**config.mk**
```make
export PLATFORM = sky130hd
export DESIGN_NAME = px_fill_engine_flat
export DESIGN_NICKNAME = d
export VERILOG_FILES = /design/src/rtl/px_fill_engine_pkg.sv /design/src/rtl/px_fill_engine_if.sv /design/src/rtl/px_fill_engine_clip.sv /design/src/rtl/px_fill_engine.sv /design/src/flat_wrapper.sv
export SDC_FILE = /design/constraint.sdc
export NUM_CORES = 1
export LEC_CHECK = 0
export BUFFER_PORTS_ARGS = -buffer_cell sky130_fd_sc_hd__buf_2
export CAP_MARGIN = 5
export CORE_AREA = 3 3 183 185
export CTS_CLUSTER_DIAMETER = 150
export DETAILED_ROUTE_END_ITERATION = 10
export DIE_AREA = 0 0 186 188
export PLACE_DENSITY_LB_ADDON = 0.15
export SLEW_MARGIN = 20
export SYNTH_ARGS = -nofsm -noshare
export SYNTH_HDL_FRONTEND = slang
export SYNTH_SLANG_ARGS = --single-unit
```
**constraint.sdc**
```tcl
create_clock -name clk -period 3.9 [get_ports clk]
set_input_delay 0.78 -clock clk [delete_from_list [all_inputs] [get_ports clk]]
set_output_delay 0.78 -clock clk [all_outputs]
set_load 0.1 [all_outputs]
```
**src/rtl/px_fill_engine_pkg.sv**
```systemverilog
// Shared pixel-plane constants and fill-engine state encoding.
package fsx_pkg;

  localparam int PX_H_RES  = 320;
  localparam int PX_V_RES  = 240;
  localparam int PX_ADDR_W = 17;
  localparam int PX_DATA_W = 24;

  typedef enum logic [1:0] {
    IDLE  = 2'd0,
    SETUP = 2'd1,
    WRITE = 2'd2,
    DONE  = 2'd3
  } pxfill_state_t;

endpackage

```
**src/rtl/px_fill_engine_if.sv**
```systemverilog
// Command / VRAM-write bundle between the CPU-side requester and px_fill_engine.
interface px_fill_engine_if;
  import fsx_pkg::*;

  logic                 start;
  logic [8:0]           x;
  logic [7:0]           y;
  logic [8:0]           w;
  logic [7:0]           h;
  logic [PX_DATA_W-1:0] color;
  logic                 busy;
  logic                 done;
  logic                 vramPX_we;
  logic [PX_ADDR_W-1:0] vramPX_addr;
  logic [PX_DATA_W-1:0] vramPX_d;
  logic                 wr_gnt;

  modport master (
    output start, x, y, w, h, color, wr_gnt,
    input  busy, done, vramPX_we, vramPX_addr, vramPX_d
  );

  modport slave (
    input  start, x, y, w, h, color, wr_gnt,
    output busy, done, vramPX_we, vramPX_addr, vramPX_d
  );

endinterface

```
**src/rtl/px_fill_engine_clip.sv**
```systemverilog
// Combinational rectangle extent / clip / row-base logic for px_fill_engine.
// CLIP_EN=0 drops the min() stage and passes the raw sums through.
module pxfill_clip
  import fsx_pkg::*;
#(
  parameter int H_RES   = PX_H_RES,
  parameter int V_RES   = PX_V_RES,
  parameter bit CLIP_EN = 1'b1
) (
  input  logic [8:0]           x_i,
  input  logic [7:0]           y_i,
  input  logic [8:0]           w_i,
  input  logic [7:0]           h_i,
  output logic [9:0]           x1_o,
  output logic [8:0]           y1_o,
  output logic [PX_ADDR_W-1:0] rowbase_o,
  output logic                 empty_o
);

  logic [9:0] sx;
  logic [8:0] sy;

  always_comb begin
    // One extra bit on each sum so the extents can never wrap.
    sx   = {1'b0, x_i} + {1'b0, w_i};
    sy   = {1'b0, y_i} + {1'b0, h_i};
    x1_o = sx;
    y1_o = sy;
    if (CLIP_EN) begin
      if (sx > 10'(H_RES)) x1_o = 10'(H_RES);
      if (sy > 9'(V_RES))  y1_o = 9'(V_RES);
    end
    // Covers w/h == 0 and, when clipping, origins already off the plane.
    empty_o   = (x1_o <= {1'b0, x_i}) || (y1_o <= {1'b0, y_i});
    // y*320 as shift-add; the row stride is fixed by the plane layout.
    rowbase_o = ({9'd0, y_i} << 8) + ({9'd0, y_i} << 6);
  end

endmodule

```
**src/rtl/px_fill_engine.sv**
```systemverilog
// Rectangle-fill engine: writes a clipped colour rectangle into pixel VRAM,
// one pixel per granted cycle. Define PXFILL_CLIP_EN to enable plane clipping.
module px_fill_engine
  import fsx_pkg::*;
#(
  parameter int H_RES = PX_H_RES,
  parameter int V_RES = PX_V_RES
) (
  input logic              clk,
  input logic              resetn,
  px_fill_engine_if.slave  bus
);

`ifdef PXFILL_CLIP_EN
  localparam bit CLIP_EN = 1'b1;
`else
  localparam bit CLIP_EN = 1'b0;
`endif

  pxfill_state_t        state_q, state_d;
  logic [8:0]           x_q, x_d;
  logic [7:0]           y_q, y_d;
  logic [8:0]           w_q, w_d;
  logic [7:0]           h_q, h_d;
  logic [PX_DATA_W-1:0] color_q, color_d;
  logic [9:0]           x1_q, x1_d;
  logic [8:0]           y1_q, y1_d;
  logic [9:0]           col_q, col_d;
  logic [8:0]           row_q, row_d;
  logic [PX_ADDR_W-1:0] rowbase_q, rowbase_d;
  logic                 busy_q, busy_d;
  logic                 done_q, done_d;
  logic                 we_q, we_d;
  logic [PX_ADDR_W-1:0] addr_q, addr_d;
  logic [PX_DATA_W-1:0] d_q, d_d;

  logic [9:0]           c_x1;
  logic [8:0]           c_y1;
  logic [PX_ADDR_W-1:0] c_rowbase;
  logic                 c_empty;

  pxfill_clip #(
    .H_RES   (H_RES),
    .V_RES   (V_RES),
    .CLIP_EN (CLIP_EN)
  ) u_clip (
    .x_i       (x_q),
    .y_i       (y_q),
    .w_i       (w_q),
    .h_i       (h_q),
    .x1_o      (c_x1),
    .y1_o      (c_y1),
    .rowbase_o (c_rowbase),
    .empty_o   (c_empty)
  );

  logic last_col, last_row;
  assign last_col = (col_q == x1_q - 10'd1);
  assign last_row = (row_q == y1_q - 9'd1);

  always_comb begin
    state_d   = state_q;
    x_d       = x_q;
    y_d       = y_q;
    w_d       = w_q;
    h_d       = h_q;
    color_d   = color_q;
    x1_d      = x1_q;
    y1_d      = y1_q;
    col_d     = col_q;
    row_d     = row_q;
    rowbase_d = rowbase_q;
    busy_d    = busy_q;
    done_d    = done_q;
    we_d      = we_q;
    addr_d    = addr_q;
    d_d       = d_q;

    unique case (state_q)
      IDLE: begin
        if (bus.start) begin
          x_d     = bus.x;
          y_d     = bus.y;
          w_d     = bus.w;
          h_d     = bus.h;
          color_d = bus.color;
          busy_d  = 1'b1;
          state_d = SETUP;
        end
      end
      SETUP: begin
        x1_d      = c_x1;
        y1_d      = c_y1;
        col_d     = {1'b0, x_q};
        row_d     = {1'b0, y_q};
        rowbase_d = c_rowbase;
        d_d       = color_q;
        if (c_empty) begin
          done_d  = 1'b1;
          busy_d  = 1'b0;
          state_d = DONE;
        end else begin
          we_d    = 1'b1;
          addr_d  = c_rowbase + 17'(x_q);
          state_d = WRITE;
        end
      end
      WRITE: begin
        // Without a grant every register holds, so the request stays stable.
        if (bus.wr_gnt) begin
          if (last_col && last_row) begin
            we_d    = 1'b0;
            done_d  = 1'b1;
            busy_d  = 1'b0;
            state_d = DONE;
          end else if (last_col) begin
            col_d     = {1'b0, x_q};
            row_d     = row_q + 9'd1;
            rowbase_d = rowbase_q + 17'(H_RES);
            addr_d    = rowbase_q + 17'(H_RES) + 17'(x_q);
          end else begin
            col_d  = col_q + 10'd1;
            addr_d = rowbase_q + 17'(col_q) + 17'd1;
          end
        end
      end
      DONE: begin
        done_d  = 1'b0;
        state_d = IDLE;
      end
      default: state_d = IDLE;
    endcase
  end

  always_ff @(posedge clk or negedge resetn) begin
    if (!resetn) begin
      state_q   <= IDLE;
      x_q       <= '0;
      y_q       <= '0;
      w_q       <= '0;
      h_q       <= '0;
      color_q   <= '0;
      x1_q      <= '0;
      y1_q      <= '0;
      col_q     <= '0;
      row_q     <= '0;
      rowbase_q <= '0;
      busy_q    <= 1'b0;
      done_q    <= 1'b0;
      we_q      <= 1'b0;
      addr_q    <= '0;
      d_q       <= '0;
    end else begin
      state_q   <= state_d;
      x_q       <= x_d;
      y_q       <= y_d;
      w_q       <= w_d;
      h_q       <= h_d;
      color_q   <= color_d;
      x1_q      <= x1_d;
      y1_q      <= y1_d;
      col_q     <= col_d;
      row_q     <= row_d;
      rowbase_q <= rowbase_d;
      busy_q    <= busy_d;
      done_q    <= done_d;
      we_q      <= we_d;
      addr_q    <= addr_d;
      d_q       <= d_d;
    end
  end

  assign bus.busy        = busy_q;
  assign bus.done        = done_q;
  assign bus.vramPX_we   = we_q;
  assign bus.vramPX_addr = addr_q;
  assign bus.vramPX_d    = d_q;

endmodule
```
**src/flat_wrapper.sv**
```systemverilog
// flat-port wrapper written by rule: the top's interface ports become plain ports
module px_fill_engine_flat import fsx_pkg::*;
#(
  parameter int H_RES = PX_H_RES,
  parameter int V_RES = PX_V_RES
)
  (clk, resetn, bus_start, bus_x, bus_y, bus_w, bus_h, bus_color, bus_wr_gnt, bus_busy, bus_done, bus_vramPX_we, bus_vramPX_addr, bus_vramPX_d);
  px_fill_engine_if bus_i ();
  input logic clk;
  input logic resetn;
  input wire logic [$bits(bus_i.start)-1:0] bus_start;
  input wire logic [$bits(bus_i.x)-1:0] bus_x;
  input wire logic [$bits(bus_i.y)-1:0] bus_y;
  input wire logic [$bits(bus_i.w)-1:0] bus_w;
  input wire logic [$bits(bus_i.h)-1:0] bus_h;
  input wire logic [$bits(bus_i.color)-1:0] bus_color;
  input wire logic [$bits(bus_i.wr_gnt)-1:0] bus_wr_gnt;
  output wire logic [$bits(bus_i.busy)-1:0] bus_busy;
  output wire logic [$bits(bus_i.done)-1:0] bus_done;
  output wire logic [$bits(bus_i.vramPX_we)-1:0] bus_vramPX_we;
  output wire logic [$bits(bus_i.vramPX_addr)-1:0] bus_vramPX_addr;
  output wire logic [$bits(bus_i.vramPX_d)-1:0] bus_vramPX_d;
  assign bus_i.start = bus_start;
  assign bus_i.x = bus_x;
  assign bus_i.y = bus_y;
  assign bus_i.w = bus_w;
  assign bus_i.h = bus_h;
  assign bus_i.color = bus_color;
  assign bus_i.wr_gnt = bus_wr_gnt;
  assign bus_busy = bus_i.busy;
  assign bus_done = bus_i.done;
  assign bus_vramPX_we = bus_i.vramPX_we;
  assign bus_vramPX_addr = bus_i.vramPX_addr;
  assign bus_vramPX_d = bus_i.vramPX_d;
  px_fill_engine #(.H_RES(H_RES), .V_RES(V_RES)) u_core (.clk(clk), .resetn(resetn), .bus(bus_i));
endmodule
```
==> results.py <==
metrics = {
    "run_status": {
        "status": "finished, violations left",
        "violations": "negative setup slack",
    },
    "sta": {
        "grt_setup_unrepaired": "true",
        "clock.fmax_mhz": 255,
        "slew_violations": 0,
        "worst_slack_ps": -20.6,
        "setup_viol": 1,
        "slew_headroom": 0.362,
        "skew_ps": 10.6,
        "finalCriticalPeriod_ps": 3920,
        "hold_viol": 0,
        "worstMarginPinSlew_ps": 945,
        "post-route-period-util": 1.01,
    },
    "yosys": {
        "ys_types": 72,
        "synth_seq_cells": 153,
        "yosysSeqAreaShare": 0.399,
        "yosys_warnings": 0,
        "syn_inst": 945,
        "syn_area_um2": 9600,
        "avgSynthCellArea_um2": 10.2,
        "synth_edf_count": 0,
        "synth_ff_type": "dfrtp_1",
        "syn_nets": 1074,
        "ys_async_sr_fraction": 1.00,
    },
    "grt": {
        "grt_pass1_wl_um": 43500,
        "grt-ovfl-total": 0,
        "grt_max_degree": 63,
        "grt_pass1_vias": 7761,
        "track_usage": 0.159,
        "antenna_found_initial": 2,
    },
    "critical_path": {
        "critPathBufInv": 1,
        "crit_cells": 16,
        "critPathMaxFanout": 4,
        "cp-start-kind": "register",
        "slowest_delay_ps": 390,
        "r2r_end": "u_core.bus.vramPX_addr[9]",
        "critPathCaptureType": "register",
        "reg2reg_from": "u_core.y_q[0]",
        "crit_chain": "ha_2 -> fa_2 -> a21o_1 -> a311o_1 -> a21oi_2 -> xnor2_2 -> ha_1 -> a21o_1 -> a21oi_2 -> o2111ai_2 -> a211o_1 -> o211ai_1 -> nor2_2 -> nor2_4 -> clkbuf_16 -> mux2_2",
        "path_class": "register to register",
        "critical-path-top-delay-family": "compound AO/OA/AOI/OAI gates",
        "slowest_stage": "dfrtp_1",
        "critPathArrivalTime_ps": 4260,
        "r2r_setup_slack_ps": -20,
        "worst_r2r_path_depth": 16,
        "worst_ep_required_time_ps": 4240,
    },
    "job": {
        "cap_violations": 0,
    },
    "clock_network": {
        "cts_tree": "done",
        "cts-buffers-inserted": 17,
        "cts_sinks": 153,
        "clkSlewWorstSetupHoldPaths_ps": 70,
        "holdBufCountCts": 0,
        "clock_latency_ps": 450,
        "cts_max_level": 4,
        "root_buffer": "clkbuf_16",
        "cts.path.max_buffers": 2,
    },
    "final_layout": {
        "antenna_cells": 0,
        "syn_to_final_growth_pct": 23.2,
        "fin_nets": 1227,
        "fin_area_um2": 11800,
        "post_route_cells_drive_above_1_share": 0.324,
    },
    "route": {
        "wl_um": 26900,
        "drcViolationCount": 0,
        "wire_per_inst_um": 17.7,
        "vias_per_cell": 5.04,
        "ant_nets": 0,
        "num_vias": 7652,
        "first_pass_iters": 4,
        "drtIter0Drc": 332,
    },
    "floorplanning": {
        "start_util": 0.298,
        "row_count": 66,
        "dieArea_um2": 35000,
        "dieWidth_um": 186,
        "io_pins": 106,
        "core_area_um2": 32200,
        "die_h_um": 188,
    },
    "worst_hold_path": {
        "hold_path.class": "primary input to async pin",
    },
    "place": {
        "dpl-instance-area_um2": 11000,
        "hpwl_um": 19900,
        "gp_congestion": 0.825,
        "pre_cts_ws_ps": -150,
        "numPortBuffers": 105,
    },
}
==> Yosys cell counts, types with 4 or more instances <==
cell      instances  share of area
ha_1             63          0.082
o21a_1            9         0.0070
nand3_1          37          0.019
dfrtp_1         153           0.40
o21bai_1          9         0.0070
and3_1           10         0.0065
or3_1             6         0.0039
inv_1            48          0.019
o21ai_0          47          0.025
xnor2_1          38          0.035
a211o_1           4         0.0037
nor3b_1           4         0.0031
nand2_1          60          0.023
buf_2            10         0.0052
nor3_1           15         0.0078
a221o_1           4         0.0042
o22ai_1          11         0.0072
a21oi_1          49          0.026
nand4_1           8         0.0052
mux2i_1          14          0.015
and2_1            7         0.0046
o31ai_1           4         0.0031
o211ai_1         10         0.0078
a21o_1           18          0.014
nor2b_1           9         0.0059
nor2_1           50          0.020
fa_1              4         0.0083
a31oi_1           8         0.0052
mux2_2          107           0.13
o32ai_1           4         0.0037
clkbuf_1         26          0.010
xor2_1           24          0.022
buf_1             6         0.0023
or2_2             4         0.0026
==> cells by family after synthesis <==
| family | after synthesis | share of synthesized area |
|---|---|---|
| xor+xnor | 62 | 0.0566 |
| simple gates | 234 | 0.125 |
| flops | 153 | 0.399 |
| mux | 121 | 0.140 |
| buf+inv | 91 | 0.0377 |
| fa+ha+maj | 67 | 0.0905 |
| compound gates | 217 | 0.151 |
==> area by class of cell <==
cell class,count,area [um^2]
fill,3278,20400
clock inverter,12,113
sequential,153,3830
inverter,48,180
clock buffer,20,457
multi-input combinational,701,5580
tap,408,510
timing repair buffer,177,1150
==> repair_timing <==
action / 4_1_cts / 5_1_grt
setup endpoints to repair: 18 / 18
pin swaps: 28 / 23
cloned: 1 / 0
buffers inserted: 5 / 1
gates resized for setup: 23 / 23
==> how the worst max path moves through the flow <==
stage | startpoint | endpoint | slack [ps]
6_report | u_core.y_q[0] | u_core.bus.vramPX_addr[9] | -20
5_1_grt | u_core.x_q[0] | u_core.bus.vramPX_addr[9] | -240
4_1_cts | u_core.w_q[0] | u_core.bus.vramPX_addr[11] | -60
3_5_place_dp | u_core.y_q[0] | u_core.bus.vramPX_addr[4] | -150
3_3_place_gp | u_core.y_q[0] | u_core.bus.vramPX_addr[3] | -90
2_1_floorplan | u_core.y_q[0] | u_core.bus.vramPX_addr[3] | 4
==> registers in the layout, indices dropped and copies added (netlist names), 10 cells and up <==
name / cells
u_core.x1_q: 10
u_core.color_q: 24
u_core.bus.vramPX_d: 24
u_core.bus.vramPX_addr: 17
u_core.col_q: 10
u_core.rowbase_q: 11
==> layer usage <==
layer / GRT usage / up-vias / share of wire
met1: 0.225 / 3720 / 0.49
met5: 0 / - / 0.0010
met2: 0.234 / 159 / 0.44
met4: 0.0478 / 4 / 0.017
met3: 0.0477 / 34 / 0.057
li1: - / 3735 / -
==> worst reg2reg max path, cell delays in order (launching register included) <==
cell and delay (ps):
dfrtp_1 390, ha_2 200, fa_2 340, a21o_1 180, a311o_1 340, a21oi_2 180
xnor2_2 100, ha_1 310, a21o_1 170, a21oi_2 150, o2111ai_2 120, a211o_1 380
o211ai_1 170, nor2_2 90, nor2_4 210, clkbuf_16 170, mux2_2 320
==> through the flow <==
| stage | util | TNS [ps] | hold slack, ps | cells |
|---|---|---|---|---|
| after detailed placement | 0.342 | -1470 | 465 | 1481 |
| after floorplan | - | 0 | 470 | 945 |
| after CTS | 0.365 | -249 | 331 | 1519 |
| after global placement | 0.342 | -800 | 456 | 1481 |
| final | 0.367 | -20.6 | 318 | 1519 |
| after global routing | 0.367 | -3250 | 352 | 1519 |
==> cells in the final DEF (no fill, tap or decap), drive strengths merged, types with 21 or more instances in the layout <==
cell type  synthesis  routed
o21ai             47      47
inv               48      53
buf               17     176
xnor2             38      38
nor2              50      50
mux2             107     107
clkbuf            26      21
a21oi             49      49
dfrtp            153     153
ha                63      63
nand2             60      60
nand3             37      37
xor2              24      24
Power is left out: the tool's default activity adds up to more than one toggle a clock period on the data nets, which glitch-free logic cannot reach.
